## src/rtl/orv64_cache_noc_arb_pkg.sv

```systemverilog
// Shared types for the ORV64 cache-to-NOC request arbiter.
// Holds the CPU/cache request and response payloads, the transaction-id
// layout (source id + local tag), and the arbitration mode encodings.
package orv64_cache_noc_arb_pkg;

    localparam int CPUNOC_TID_SRCID_SIZE = 3;
    localparam int CPUNOC_TID_TID_SIZE   = 4;
    localparam int OUTST_CNT_W           = 4;

    localparam int ARB_MODE_RR    = 0;
    localparam int ARB_MODE_FIXED = 1;

    typedef struct packed {
        logic [CPUNOC_TID_SRCID_SIZE-1:0] src;
        logic [CPUNOC_TID_TID_SIZE-1:0]   tid;
    } cpu_noc_tid_t;

    typedef enum logic [1:0] {
        REQ_LD    = 2'd0,
        REQ_ST    = 2'd1,
        REQ_AMO   = 2'd2,
        REQ_FLUSH = 2'd3
    } cpu_cache_if_req_type_t;

    typedef struct packed {
        cpu_noc_tid_t           req_tid;
        cpu_cache_if_req_type_t req_type;
        logic [39:0]            req_paddr;
        logic [63:0]            req_data;
        logic [7:0]             req_mask;
    } cpu_cache_if_req_t;

    typedef struct packed {
        cpu_noc_tid_t resp_tid;
        logic [63:0]  resp_data;
    } cpu_cache_if_resp_t;

endpackage

```

## src/rtl/orv64_cache_noc_arb_if.sv

```systemverilog
// Bundle of all handshake/payload signals around orv64_cache_noc_arb.
//   cpu_if_*   : N_REQ requester-side request/response channels
//   cache_if_* : single NOC-side request/response channel
//   outst_cnt, bad_src_err : debug/status outputs of the arbiter
// Modport slave is the arbiter's view, master is the environment's view.
interface orv64_cache_noc_arb_if
    import orv64_cache_noc_arb_pkg::*;
#(
    parameter int N_REQ = 5
);
    logic [N_REQ-1:0]                    cpu_if_req_valid;
    logic [N_REQ-1:0]                    cpu_if_req_ready;
    cpu_cache_if_req_t [N_REQ-1:0]       cpu_if_req;
    logic [N_REQ-1:0]                    cpu_if_resp_valid;
    logic [N_REQ-1:0]                    cpu_if_resp_ready;
    cpu_cache_if_resp_t [N_REQ-1:0]      cpu_if_resp;

    logic                                cache_if_req_valid;
    logic                                cache_if_req_ready;
    cpu_cache_if_req_t                   cache_if_req;
    logic                                cache_if_resp_valid;
    logic                                cache_if_resp_ready;
    cpu_cache_if_resp_t                  cache_if_resp;

    logic [N_REQ-1:0][OUTST_CNT_W-1:0]   outst_cnt;
    logic                                bad_src_err;

    modport slave (
        input  cpu_if_req_valid, cpu_if_req, cpu_if_resp_ready,
        output cpu_if_req_ready, cpu_if_resp_valid, cpu_if_resp,
        output cache_if_req_valid, cache_if_req, cache_if_resp_ready,
        input  cache_if_req_ready, cache_if_resp_valid, cache_if_resp,
        output outst_cnt, bad_src_err
    );

    modport master (
        output cpu_if_req_valid, cpu_if_req, cpu_if_resp_ready,
        input  cpu_if_req_ready, cpu_if_resp_valid, cpu_if_resp,
        input  cache_if_req_valid, cache_if_req, cache_if_resp_ready,
        output cache_if_req_ready, cache_if_resp_valid, cache_if_resp,
        input  outst_cnt, bad_src_err
    );

endinterface

```

## src/rtl/orv64_noc_arb.sv

```systemverilog
// N-way arbiter: picks one requester out of eligible_i and returns it as a
// one-hot grant_o. MODE 0 is round-robin (the search starts at a pointer that
// moves to grant+1 whenever advance_i is asserted with a grant), MODE 1 is
// fixed priority with index 0 highest.
// Ports: clk, rstn, eligible_i[N], advance_i, grant_o[N].
module orv64_noc_arb #(
    parameter int N    = 5,
    parameter int MODE = 0
) (
    input  logic         clk,
    input  logic         rstn,
    input  logic [N-1:0] eligible_i,
    input  logic         advance_i,
    output logic [N-1:0] grant_o
);
    localparam int IW = (N > 1) ? $clog2(N) : 1;

    logic [IW-1:0]  ptr_q, ptr_d;
    logic [IW-1:0]  base;
    logic [2*N-1:0] elig2, gnt2;
    logic [N-1:0]   rot, rot_gnt;
    logic           found;

    // Rotate the eligible vector so the highest-priority requester sits at
    // bit 0, pick the lowest set bit, then rotate the grant back.
    always_comb begin
        base    = (MODE == 0) ? ptr_q : '0;
        elig2   = {eligible_i, eligible_i} >> base;
        rot     = elig2[N-1:0];
        rot_gnt = '0;
        found   = 1'b0;
        for (int i = 0; i < N; i++) begin
            if (!found && rot[i]) begin
                rot_gnt[i] = 1'b1;
                found      = 1'b1;
            end
        end
        gnt2    = {rot_gnt, rot_gnt} << base;
        grant_o = gnt2[2*N-1:N];
    end

    always_comb begin
        ptr_d = ptr_q;
        if (MODE == 0 && advance_i) begin
            for (int i = 0; i < N; i++) begin
                if (grant_o[i]) begin
                    ptr_d = (i == N - 1) ? '0 : IW'(i + 1);
                end
            end
        end
    end

    always_ff @(posedge clk or negedge rstn) begin
        if (!rstn) begin
            ptr_q <= '0;
        end else begin
            ptr_q <= ptr_d;
        end
    end

endmodule

```

## src/rtl/orv64_cache_noc_arb.sv

```systemverilog
// Arbitrates N_REQ CPU-side cache request ports onto one NOC request port and
// routes NOC responses back to the requester named in resp_tid.src.
//   clk, rstn : clock, asynchronous active-low reset
//   bus       : orv64_cache_noc_arb_if.slave, all handshakes and debug outputs
// Request path : one-entry output register, refilled in the same cycle it
//                drains. Each requester may have MAX_OUTST requests in flight.
// Response path: one-entry skid buffer; responses for unknown sources or for
//                requesters with no credit in use are dropped and flagged.
//
// Handshake rule on every channel: a beat transfers on a rising edge where
// valid and ready are both high; once raised, valid and payload hold until
// that transfer. cpu_if_req_ready is a function of the current valids (it is
// the arbiter's grant), so requesters must not wait for ready to raise valid.
module orv64_cache_noc_arb
    import orv64_cache_noc_arb_pkg::*;
#(
    parameter int N_REQ     = 5,
    parameter int MAX_OUTST = 2,
    parameter int ARB_MODE  = 0
) (
    input logic                   clk,
    input logic                   rstn,
    orv64_cache_noc_arb_if.slave  bus
);
    localparam int SRC_W = CPUNOC_TID_SRCID_SIZE;

    if (N_REQ < 2 || N_REQ > 16 || N_REQ > (1 << SRC_W)) begin : g_bad_n_req
        $error("orv64_cache_noc_arb: N_REQ out of range for tid source field");
    end
    if (MAX_OUTST < 1 || MAX_OUTST > 15) begin : g_bad_max_outst
        $error("orv64_cache_noc_arb: MAX_OUTST must be 1..15");
    end

    // ---------------- request path ----------------
    logic [N_REQ-1:0]  eligible, grant;
    logic              req_accept_en, req_fire;
    logic              req_valid_q, req_valid_d;
    cpu_cache_if_req_t req_q, req_d, req_sel;

    logic [N_REQ-1:0][OUTST_CNT_W-1:0] cnt_q, cnt_d;

    always_comb begin
        for (int i = 0; i < N_REQ; i++) begin
            eligible[i] = bus.cpu_if_req_valid[i] && (cnt_q[i] < OUTST_CNT_W'(MAX_OUTST));
        end
    end

    orv64_noc_arb #(
        .N    (N_REQ),
        .MODE (ARB_MODE)
    ) u_arb (
        .clk        (clk),
        .rstn       (rstn),
        .eligible_i (eligible),
        .advance_i  (req_fire),
        .grant_o    (grant)
    );

    // The output register can take a new request when empty or when its
    // current entry leaves this cycle, giving back-to-back throughput.
    assign req_accept_en        = !req_valid_q || bus.cache_if_req_ready;
    assign req_fire             = req_accept_en && (|grant);
    assign bus.cpu_if_req_ready = req_accept_en ? grant : '0;

    // Forwarded payload carries the port index as its source id so the
    // response can be routed back.
    always_comb begin
        req_sel = '0;
        for (int i = 0; i < N_REQ; i++) begin
            if (grant[i]) begin
                req_sel             = bus.cpu_if_req[i];
                req_sel.req_tid.src = SRC_W'(i);
            end
        end
    end

    always_comb begin
        req_valid_d = req_valid_q;
        req_d       = req_q;
        if (req_fire) begin
            req_valid_d = 1'b1;
            req_d       = req_sel;
        end else if (bus.cache_if_req_ready) begin
            req_valid_d = 1'b0;
        end
    end

    assign bus.cache_if_req_valid = req_valid_q;
    assign bus.cache_if_req       = req_q;

    // ---------------- response path ----------------
    logic                     resp_valid_q, resp_valid_d;
    cpu_cache_if_resp_t       resp_q, resp_d;
    logic [N_REQ-1:0]         buf_hit;
    logic                     buf_handoff, resp_fire, in_good;
    logic                     bad_q, bad_d;
    logic [SRC_W-1:0]         in_src;

    always_comb begin
        for (int i = 0; i < N_REQ; i++) begin
            buf_hit[i] = resp_valid_q && (resp_q.resp_tid.src == SRC_W'(i));
        end
    end

    assign buf_handoff             = |(buf_hit & bus.cpu_if_resp_ready);
    assign bus.cache_if_resp_ready = !resp_valid_q || buf_handoff;
    assign resp_fire               = bus.cache_if_resp_valid && bus.cache_if_resp_ready;
    assign in_src                  = bus.cache_if_resp.resp_tid.src;

    // A response is legal only if its source still has a credit in use that
    // is not already claimed by the response sitting in the buffer.
    always_comb begin
        in_good = 1'b0;
        for (int i = 0; i < N_REQ; i++) begin
            if (in_src == SRC_W'(i)) begin
                in_good = buf_hit[i] ? (cnt_q[i] > OUTST_CNT_W'(1))
                                     : (cnt_q[i] != '0);
            end
        end
    end

    always_comb begin
        resp_valid_d = resp_valid_q;
        resp_d       = resp_q;
        bad_d        = bad_q;
        if (buf_handoff) begin
            resp_valid_d = 1'b0;
        end
        if (resp_fire) begin
            if (in_good) begin
                resp_valid_d = 1'b1;
                resp_d       = bus.cache_if_resp;
            end else begin
                bad_d = 1'b1;
            end
        end
    end

    always_comb begin
        bus.cpu_if_resp_valid = buf_hit;
        for (int i = 0; i < N_REQ; i++) begin
            bus.cpu_if_resp[i] = resp_q;
        end
    end

    // ---------------- outstanding counters ----------------
    always_comb begin
        cnt_d = cnt_q;
        for (int i = 0; i < N_REQ; i++) begin
            case ({req_fire && grant[i], buf_hit[i] && bus.cpu_if_resp_ready[i]})
                2'b10:   if (cnt_q[i] != '1) cnt_d[i] = cnt_q[i] + OUTST_CNT_W'(1);
                2'b01:   if (cnt_q[i] != '0) cnt_d[i] = cnt_q[i] - OUTST_CNT_W'(1);
                default: cnt_d[i] = cnt_q[i];
            endcase
        end
    end

    assign bus.outst_cnt   = cnt_q;
    assign bus.bad_src_err = bad_q;

    always_ff @(posedge clk or negedge rstn) begin
        if (!rstn) begin
            req_valid_q  <= 1'b0;
            req_q        <= '0;
            resp_valid_q <= 1'b0;
            resp_q       <= '0;
            cnt_q        <= '0;
            bad_q        <= 1'b0;
        end else begin
            req_valid_q  <= req_valid_d;
            req_q        <= req_d;
            resp_valid_q <= resp_valid_d;
            resp_q       <= resp_d;
            cnt_q        <= cnt_d;
            bad_q        <= bad_d;
        end
    end

endmodule
```

## src/flat_wrapper.sv

```systemverilog
// flat-port wrapper written by rule: the top's interface ports become plain ports
module orv64_cache_noc_arb_flat import orv64_cache_noc_arb_pkg::*;
#(
    parameter int N_REQ     = 5,
    parameter int MAX_OUTST = 2,
    parameter int ARB_MODE  = 0
)
  (clk, rstn, bus_cpu_if_req_valid, bus_cpu_if_req, bus_cpu_if_resp_ready, bus_cpu_if_req_ready, bus_cpu_if_resp_valid, bus_cpu_if_resp, bus_cache_if_req_valid, bus_cache_if_req, bus_cache_if_resp_ready, bus_cache_if_req_ready, bus_cache_if_resp_valid, bus_cache_if_resp, bus_outst_cnt, bus_bad_src_err);
  orv64_cache_noc_arb_if #(.N_REQ(N_REQ)) bus_i ();
  input logic clk;
  input logic rstn;
  input wire logic [$bits(bus_i.cpu_if_req_valid)-1:0] bus_cpu_if_req_valid;
  input wire logic [$bits(bus_i.cpu_if_req)-1:0] bus_cpu_if_req;
  input wire logic [$bits(bus_i.cpu_if_resp_ready)-1:0] bus_cpu_if_resp_ready;
  output wire logic [$bits(bus_i.cpu_if_req_ready)-1:0] bus_cpu_if_req_ready;
  output wire logic [$bits(bus_i.cpu_if_resp_valid)-1:0] bus_cpu_if_resp_valid;
  output wire logic [$bits(bus_i.cpu_if_resp)-1:0] bus_cpu_if_resp;
  output wire logic [$bits(bus_i.cache_if_req_valid)-1:0] bus_cache_if_req_valid;
  output wire logic [$bits(bus_i.cache_if_req)-1:0] bus_cache_if_req;
  output wire logic [$bits(bus_i.cache_if_resp_ready)-1:0] bus_cache_if_resp_ready;
  input wire logic [$bits(bus_i.cache_if_req_ready)-1:0] bus_cache_if_req_ready;
  input wire logic [$bits(bus_i.cache_if_resp_valid)-1:0] bus_cache_if_resp_valid;
  input wire logic [$bits(bus_i.cache_if_resp)-1:0] bus_cache_if_resp;
  output wire logic [$bits(bus_i.outst_cnt)-1:0] bus_outst_cnt;
  output wire logic [$bits(bus_i.bad_src_err)-1:0] bus_bad_src_err;
  assign bus_i.cpu_if_req_valid = bus_cpu_if_req_valid;
  assign bus_i.cpu_if_req = bus_cpu_if_req;
  assign bus_i.cpu_if_resp_ready = bus_cpu_if_resp_ready;
  assign bus_cpu_if_req_ready = bus_i.cpu_if_req_ready;
  assign bus_cpu_if_resp_valid = bus_i.cpu_if_resp_valid;
  assign bus_cpu_if_resp = bus_i.cpu_if_resp;
  assign bus_cache_if_req_valid = bus_i.cache_if_req_valid;
  assign bus_cache_if_req = bus_i.cache_if_req;
  assign bus_cache_if_resp_ready = bus_i.cache_if_resp_ready;
  assign bus_i.cache_if_req_ready = bus_cache_if_req_ready;
  assign bus_i.cache_if_resp_valid = bus_cache_if_resp_valid;
  assign bus_i.cache_if_resp = bus_cache_if_resp;
  assign bus_outst_cnt = bus_i.outst_cnt;
  assign bus_bad_src_err = bus_i.bad_src_err;
  orv64_cache_noc_arb #(.N_REQ(N_REQ), .MAX_OUTST(MAX_OUTST), .ARB_MODE(ARB_MODE)) u_core (.clk(clk), .rstn(rstn), .bus(bus_i));
endmodule
```

## config.mk

```make
export PLATFORM = sky130hd
export DESIGN_NAME = orv64_cache_noc_arb_flat
export DESIGN_NICKNAME = d
export VERILOG_FILES = /design/src/rtl/orv64_cache_noc_arb_pkg.sv /design/src/rtl/orv64_cache_noc_arb_if.sv /design/src/rtl/orv64_noc_arb.sv /design/src/rtl/orv64_cache_noc_arb.sv /design/src/flat_wrapper.sv
export SDC_FILE = /design/constraint.sdc
export NUM_CORES = 1
export LEC_CHECK = 0
export ABC_CLOCK_PERIOD_IN_PS = 4700
export BUFFER_PORTS_ARGS = -buffer_cell sky130_fd_sc_hd__buf_2
export CAP_MARGIN = 5
export CORE_AREA = 3 3 472 474
export CTS_CLUSTER_DIAMETER = 40
export DETAILED_ROUTE_END_ITERATION = 16
export DIE_AREA = 0 0 475 477
export GPL_TIMING_DRIVEN = 0
export HOLD_SLACK_MARGIN = 0.12
export PLACE_DENSITY = 0.3
export SYNTH_ARGS = -nofsm -noshare
export SYNTH_HDL_FRONTEND = slang
export SYNTH_SLANG_ARGS = --single-unit
export TNS_END_PERCENT = 5
```

## constraint.sdc

```tcl
create_clock -name clk -period 4.7 [get_ports clk]
set_input_delay 0.94 -clock clk [delete_from_list [all_inputs] [get_ports clk]]
set_output_delay 0.94 -clock clk [all_outputs]
set_load 0.05 [all_outputs]
```

==> results.sh, run 1 <==
export IMPL_maxCapViolCount=0
export IMPL_synth_commonest_cells="buf_4, dfrtp_1, clkbuf_1"
export IMPL_clk_latency_ns=0.67
export IMPL_async_reset_ff_frac=1.00
export IMPL_drt_pass1_iterations=11
export IMPL_cp_end_kind="output port"
export IMPL_initial_core_util=0.0820
export IMPL_synthDistinctLibCells=67
export IMPL_syn_inst=2006
export IMPL_synth_top_family_by_area="compound AO/OA/AOI/OAI gates"
export IMPL_vias=22972
export IMPL_ys_seq_elements=218
export IMPL_synth_edf_count=0
export IMPL_ant_nets=0
export IMPL_worst_pin_slew_ns=1.10
export IMPL_grt_antenna_before_repair=132
export IMPL_postSynthAreaPerCell_sq_um=8.96
export IMPL_yosys_area_share_simple=0.106
export IMPL_synth_largest_area_cell="dfrtp_1"
export IMPL_drt_iter0_markers=1797
export IMPL_crit_buf_inv=2
export IMPL_gp_congestion=0.904
export IMPL_grt_pass1_wl_microns=228000
export IMPL_crit_chain="or4b_4 > mux2i_4 > mux2_4 > or3b_1 > a311oi_2 > bufbuf_16 > nor2_4 > a21oi_4 > buf_6"
export IMPL_hold_buffers=0
export IMPL_synth_nets=2716
export IMPL_wl_met1_microns=61200
export IMPL_row_count=172
export IMPL_cts_root_buf="clkbuf_16"
export IMPL_path_class="register to output port"
export IMPL_drive_gt1_frac=0.557
export IMPL_synth_area_top_cells="dfrtp_1, buf_4, mux2_2"
export IMPL_routed_wl_microns=178000
export IMPL_drv_slew=0
export IMPL_grt_max_degree=94
export IMPL_cp_slowest_cell="or4b_4"
export IMPL_crit_fanout=8
export IMPL_cp_arrival_ns=3.63
export IMPL_cts_htree_levels=3
export IMPL_synth_top_area_frac=0.304
export IMPL_ys_seq_area_frac=0.304
export IMPL_setup_violations=0
export IMPL_die_h_microns=477
export IMPL_worstPathRequired_ns=3.76
export IMPL_setup_worst_path_start_class="register"
export IMPL_yosysWarnings=0
export IMPL_port_buffers=1183
export IMPL_status="complete, no violations"
export IMPL_skew_ns=0.0210
export IMPL_fin_crit_ns=4.57
export IMPL_syn_to_final_growth_pct=74.4
export IMPL_fmax_ghz=0.219
export IMPL_critPathMaxStageDelay_ns=0.66
export IMPL_dr_wl_met3_microns=16300
export IMPL_critPathTopFamily="simple AND/OR/NAND/NOR gates"
export IMPL_placedCellCount=6070
export IMPL_rsz0062_at_grt="yes"
export IMPL_core_sq_um=219000
export IMPL_placed_cell_area_sq_um=27800
export IMPL_yosys_most_used_dff="dfrtp_1"
export IMPL_cts_buffer_depth=3
export IMPL_hold_viol=0
export IMPL_synthAdderAreaFrac=0.0145
export IMPL_hpwl_microns=150000
export IMPL_cts_buffers=77
export IMPL_cts_clk_slew_worst_paths_ns=0.04
export IMPL_muxShareOfSynthArea=0.128
export IMPL_slew_headroom=0.269
export IMPL_nNetsFinal=4012
export IMPL_synth_most_common_cell="buf_4"
export IMPL_viasPerCell=3.64
export IMPL_die_width_microns=475
export IMPL_ioPinCount=1199
export IMPL_design_area_sq_um=31300
export IMPL_synthXorXnorAreaFrac=0.00780
export IMPL_cts_sinks=218
export IMPL_netlist_area_sq_um=18000
export IMPL_finalNonFillerCells=6307
export IMPL_hold_path_class="primary input to async pin"
export IMPL_avgRoutedWirePerCell_microns=28.2
export IMPL_met2_wirelength_microns=89600
export IMPL_tritoncts="built"
export IMPL_drcViolationCount=0
export IMPL_grt_use_total=0.151
export IMPL_fin_crit_sh=0.973
export IMPL_synth_compound_area_frac=0.272
export IMPL_die_area_sq_um=227000
export IMPL_grt_overflow=0
export IMPL_grt_pass1_vias=23447
export IMPL_top_layer="met5"
## per-layer routing
metal | track usage | vias to the layer above
met5 | 0 | -
met3 | 0.0512 | 395
met2 | 0.270 | 1363
met1 | 0.152 | 11044
li1 | - | 10086
met4 | 0.0830 | 84
## sequential cells by signal, indices dropped and copies added (netlist names)
signal                         cells
u_core.bus.cache_if_req          121
u_core.bus.cache_if_req_valid      1
u_core.bus.outst_cnt              20
u_core.bus.bad_src_err             1
u_core.bus.cpu_if_resp            71
u_core.resp_valid_q                1
u_core.u_arb.base                  3
## metrics by stage
step	worst slack [ns]	setup TNS, ns	utilization	hold slack [ns]
after floorplan	-0.00655	-0.00655	-	0.644
after global placement	-2.96	-936.53	0.125	0.463
after detailed placement	-2.89	-278.76	0.127	0.469
after CTS	-0.214	-0.654	0.141	0.127
after global routing	-0.0677	-0.118	0.143	0.150
final	0.125	0	0.143	0.182
## logic make-up after synthesis
family,Yosys count
muxes,205
and+or+nand+nor,372
buffers and inverters,502
AOI/OAI and AO/OA,672
DFF,218
adders and majority gates,21
xor gates and xnor gates,16
## cells in the final DEF, fill, tap and decap left out, drive strengths merged, types with 8 or more instances in the layout
master and instances:
clkbuf 268, a22o 119, xnor2 11, or3 121
mux2 195, bufinv 8, and2 8, nand2 158
ha 20, nand3 15, clkinv 19, a21oi 129
dfrtp 218, buf 1543, o21ai 128, o211ai 127
diode 72, nor2 25, nor3 10, inv 18
mux2i 10, a222oi 118
## cell type report
type / count / area, sq um
Buffer: 477 / 3130
Inverter: 16 / 65.1
Tap cell: 2871 / 3590
Clock buffer: 109 / 2250
Sequential cell: 218 / 5460
Antenna cell: 72 / 180
Clock inverter: 32 / 435
Multi-Input combinational cell: 1286 / 9750
Timing Repair Buffer: 1226 / 6480
Fill cell: 25237 / 188000
## repair_timing
action | 4_1_cts | 5_1_grt
pin swaps | 12 | 14
setup endpoints to repair | 207 | 25
resized for setup | 96 | 47
buffers inserted | 22 | 11
## path summary, 6_finish.rpt
check                                        startpoint                      endpoint  slack, ns  cells after the start
min in group clk           u_core.bus.cache_if_req[120]  u_core.bus.cache_if_req[120]       0.48                      1
max in group asynchronous                          rstn    u_core.bus.cpu_if_resp[18]       3.35                      2
setup / recovery               u_core.bus.outst_cnt[14]       bus_cpu_if_req_ready[2]       0.13                      9
hold / removal                                     rstn  u_core.bus.cache_if_req[105]       0.18                      1
hold reg to reg            u_core.bus.cache_if_req[120]  u_core.bus.cache_if_req[120]       0.48                      1
setup reg to reg                u_core.bus.outst_cnt[2]   u_core.bus.cache_if_req[53]       0.19                     13
Power of run 1 is left out: the tool's default activity adds up to more than one toggle a clock period on the data nets, which glitch-free logic cannot reach.
==> run 2, diff against run 1 <==
CORE_AREA = 3 3 467 469   (was 3 3 472 474)
DIE_AREA = 0 0 470 472   (was 0 0 475 477)
SYNTH_HIERARCHICAL = 1   (was unset)
==> run 2 against run 1 <==
Hold slack better by 0.023 ns. Fmax up 0.16%. Largest cell class is now non-clock buffers. First-iteration DRC count down 37%. Register-to-register slack worse by 0.06 ns. Cell count down 1.6%. Global-route usage down 1.3 points. Synthesized cell count down 0.95%. Clock-buffer cell count down 2. Clock skew up 0.0039 ns. Flip-flop and latch count unchanged.
==> results.sh, run 2 <==
export IMPL_status="complete, no violations"
export IMPL_grt_use_total=0.138
export IMPL_ant_nets=0
export IMPL_hpwl_microns=134000
export IMPL_design_area_sq_um=30600
export IMPL_largest_reg_flops=121
export IMPL_cts_root_buf="clkbuf_16"
export IMPL_grt_pass1_vias=22207
export IMPL_yosysWarnings=6
export IMPL_critPathMaxStageDelay_ns=0.46
export IMPL_r2r_slack_ns=0.13
export IMPL_ys_seq_elements=218
export IMPL_async_reset_ff_frac=1.00
export IMPL_synth_edf_count=0
export IMPL_drv_slew=0
export IMPL_grt_antenna_before_repair=72
export IMPL_finalNonFillerCells=6204
export IMPL_worst_pin_slew_ns=1.16
export IMPL_synth_largest_area_cell="dfrtp_1"
export IMPL_die_width_microns=470
export IMPL_holdWs_ns=0.205
export IMPL_final_cell_mix="buf_2, buf_4, a22oi_1, dfrtp_1, o21ai_0"
export IMPL_crit_reg2reg_capture="u_core/bus.cache_if_req[58]"
export IMPL_ys_seq_area_frac=0.311
export IMPL_tritoncts="built"
export IMPL_row_count=170
export IMPL_hold_viol=0
export IMPL_drt_iter0_markers=1137
export IMPL_syn_to_final_growth_pct=74.1
export IMPL_crit_cells=18
export IMPL_startpoint="u_core/bus.outst_cnt[18]"
export IMPL_crit_chain="nor4b_4 > buf_12 > buf_12 > mux2i_4 > a32o_2 > or3b_4 > a21oi_4 > mux2i_2 > a21boi_4 > buf_12 > buf_4 > buf_4 > buf_12 > clkbuf_1 > a22oi_1 > o21ai_0 > mux2i_1 > o21ai_1"
export IMPL_drive_gt1_frac=0.559
export IMPL_slew_headroom=0.229
export IMPL_die_area_sq_um=222000
export IMPL_fmax_ghz=0.219
export IMPL_rsz0062_at_grt="yes"
export IMPL_cts_sinks=218
export IMPL_synth_nets=2703
export IMPL_skew_ns=0.0249
export IMPL_viasPerCell=3.48
export IMPL_cts_buffers=74
export IMPL_crit_buf_inv=7
export IMPL_hold_path_class="primary input to async pin"
export IMPL_synth_top_area_frac=0.311
export IMPL_port_buffers=1182
export IMPL_grt_overflow=0
export IMPL_core_sq_um=214000
export IMPL_synth_most_common_cell="buf_4"
export IMPL_synth_area_top_cells="dfrtp_1, buf_4, a22oi_1"
export IMPL_drcViolationCount=0
export IMPL_critPathMostFrequentCell="buf_12"
export IMPL_cp_endpoint="u_core/bus.cache_if_req[58]"
export IMPL_synthDistinctLibCells=81
export IMPL_met1_usage=0.134
export IMPL_grtUsageMet2=0.268
export IMPL_postLayoutCoreUtil=0.143
export IMPL_clk_latency_ns=0.67
export IMPL_postSynthAreaPerCell_sq_um=8.84
export IMPL_placedCellCount=6011
export IMPL_maxCapViolCount=0
export IMPL_top_usage_layer="met2"
export IMPL_crit_fanout=10
export IMPL_setup_violations=0
export IMPL_fin_crit_ns=4.57
export IMPL_final_common_cell="buf_2"
export IMPL_routed_wl_microns=160000
export IMPL_cts_htree_levels=3
export IMPL_drt_pass1_iterations=7
export IMPL_die_h_microns=472
export IMPL_yosys_most_used_dff="dfrtp_1"
export IMPL_vias=21576
export IMPL_cp_slowest_cell="clkbuf_1"
export IMPL_syn_inst=1987
export IMPL_path_class="register to register"
export IMPL_critPathTopFamily="buffers and inverters"
export IMPL_reg2regPathDepth=18
export IMPL_grt_max_degree=86
export IMPL_initial_core_util=0.0819
export IMPL_avgRoutedWirePerCell_microns=25.8
export IMPL_cp_arrival_ns=5.14
export IMPL_nNetsFinal=4004
export IMPL_placed_cell_area_sq_um=27200
export IMPL_worstPathRequired_ns=5.28
export IMPL_grt_util_met3=0.0346
export IMPL_grt_pass1_wl_microns=207000
export IMPL_worstReg2RegStart="u_core/bus.outst_cnt[18]"
export IMPL_netlist_area_sq_um=17600
export IMPL_hold_buffers=0
export IMPL_cts_clk_slew_worst_paths_ns=0.04
export IMPL_synth_commonest_cells="buf_4, a22oi_1, dfrtp_1"
export IMPL_cts_buffer_depth=3
export IMPL_fin_crit_sh=0.972
export IMPL_gp_congestion=0.915
export IMPL_cp_end_kind="register"
export IMPL_setup_worst_path_start_class="register"
export IMPL_ioPinCount=1199
run 2: cell types whose count changed after synthesis, moves of 119 or more:
cell	previous run	this run
a21oi_1	129	9
mux2_2	139	9
o21ai_1	0	137
or3_1	121	2
o211ai_1	126	4
a22oi_1	4	235
run 2: kinds of logic (layout without fill, tap and decap cells):
logic type	count (synthesis)	after routing	synth area share
muxes	139	139	0.0814
and+or+nand+nor	314	315	0.0870
adders and majority gates	26	26	0.0185
buffers and inverters	510	1868	0.183
xor gates and xnor gates	20	20	0.00997
AOI/OAI and AO/OA	760	760	0.310
DFF	218	218	0.311
other	0	20	0
run 2: how the worst min path moves through the flow:
stage                                    to                         start  cells after the start  slack [ns]
6_report         u_core/bus.cpu_if_resp[49]                          rstn                      1        0.21
5_1_grt          u_core/bus.cpu_if_resp[49]                          rstn                      1        0.18
4_1_cts          u_core/bus.cpu_if_resp[49]                          rstn                      1        0.12
3_5_place_dp    u_core/bus.cache_if_req[55]   u_core/bus.cache_if_req[55]                      2        0.47
3_3_place_gp   u_core/bus.cache_if_req[108]  u_core/bus.cache_if_req[108]                      2        0.46
2_1_floorplan        u_core/bus.bad_src_err                          rstn                      0        0.64
run 2: cell type report:
class,instances,area (sq um)
sequential,218,5470
inverter,38,154
timing repair buffer,1231,6440
multi-input combinational,1260,9200
fill,24677,184000
antenna,20,50.0
buffer,465,3220
clock buffer,107,2210
tap,2838,3550
clock inverter,27,283
run 2: timing repair:
action | 4_1_cts | 5_1_grt
gates cloned | 1 | 0
pin swaps | 13 | 12
setup buffers | 28 | 17
gates resized for setup | 119 | 49
endpoints found under the setup margin | 150 | 73
run 2: per-layer routing:
metal	vias to the layer above	wire [microns]
met4	36	7710
met3	271	10200
met2	1096	86800
li1	9796	-
met5	-	242
met1	10377	54800
run 2: per-stage QoR:
stage	TNS [ns]	setup WS, ns
floorplan	0	0.0367
global placement	-958.82	-3.79
detailed placement	-327.75	-3.10
CTS	-0.430	-0.151
global route	-0.578	-0.110
finish	0	0.133
Power of run 2 is left out for the same reason.
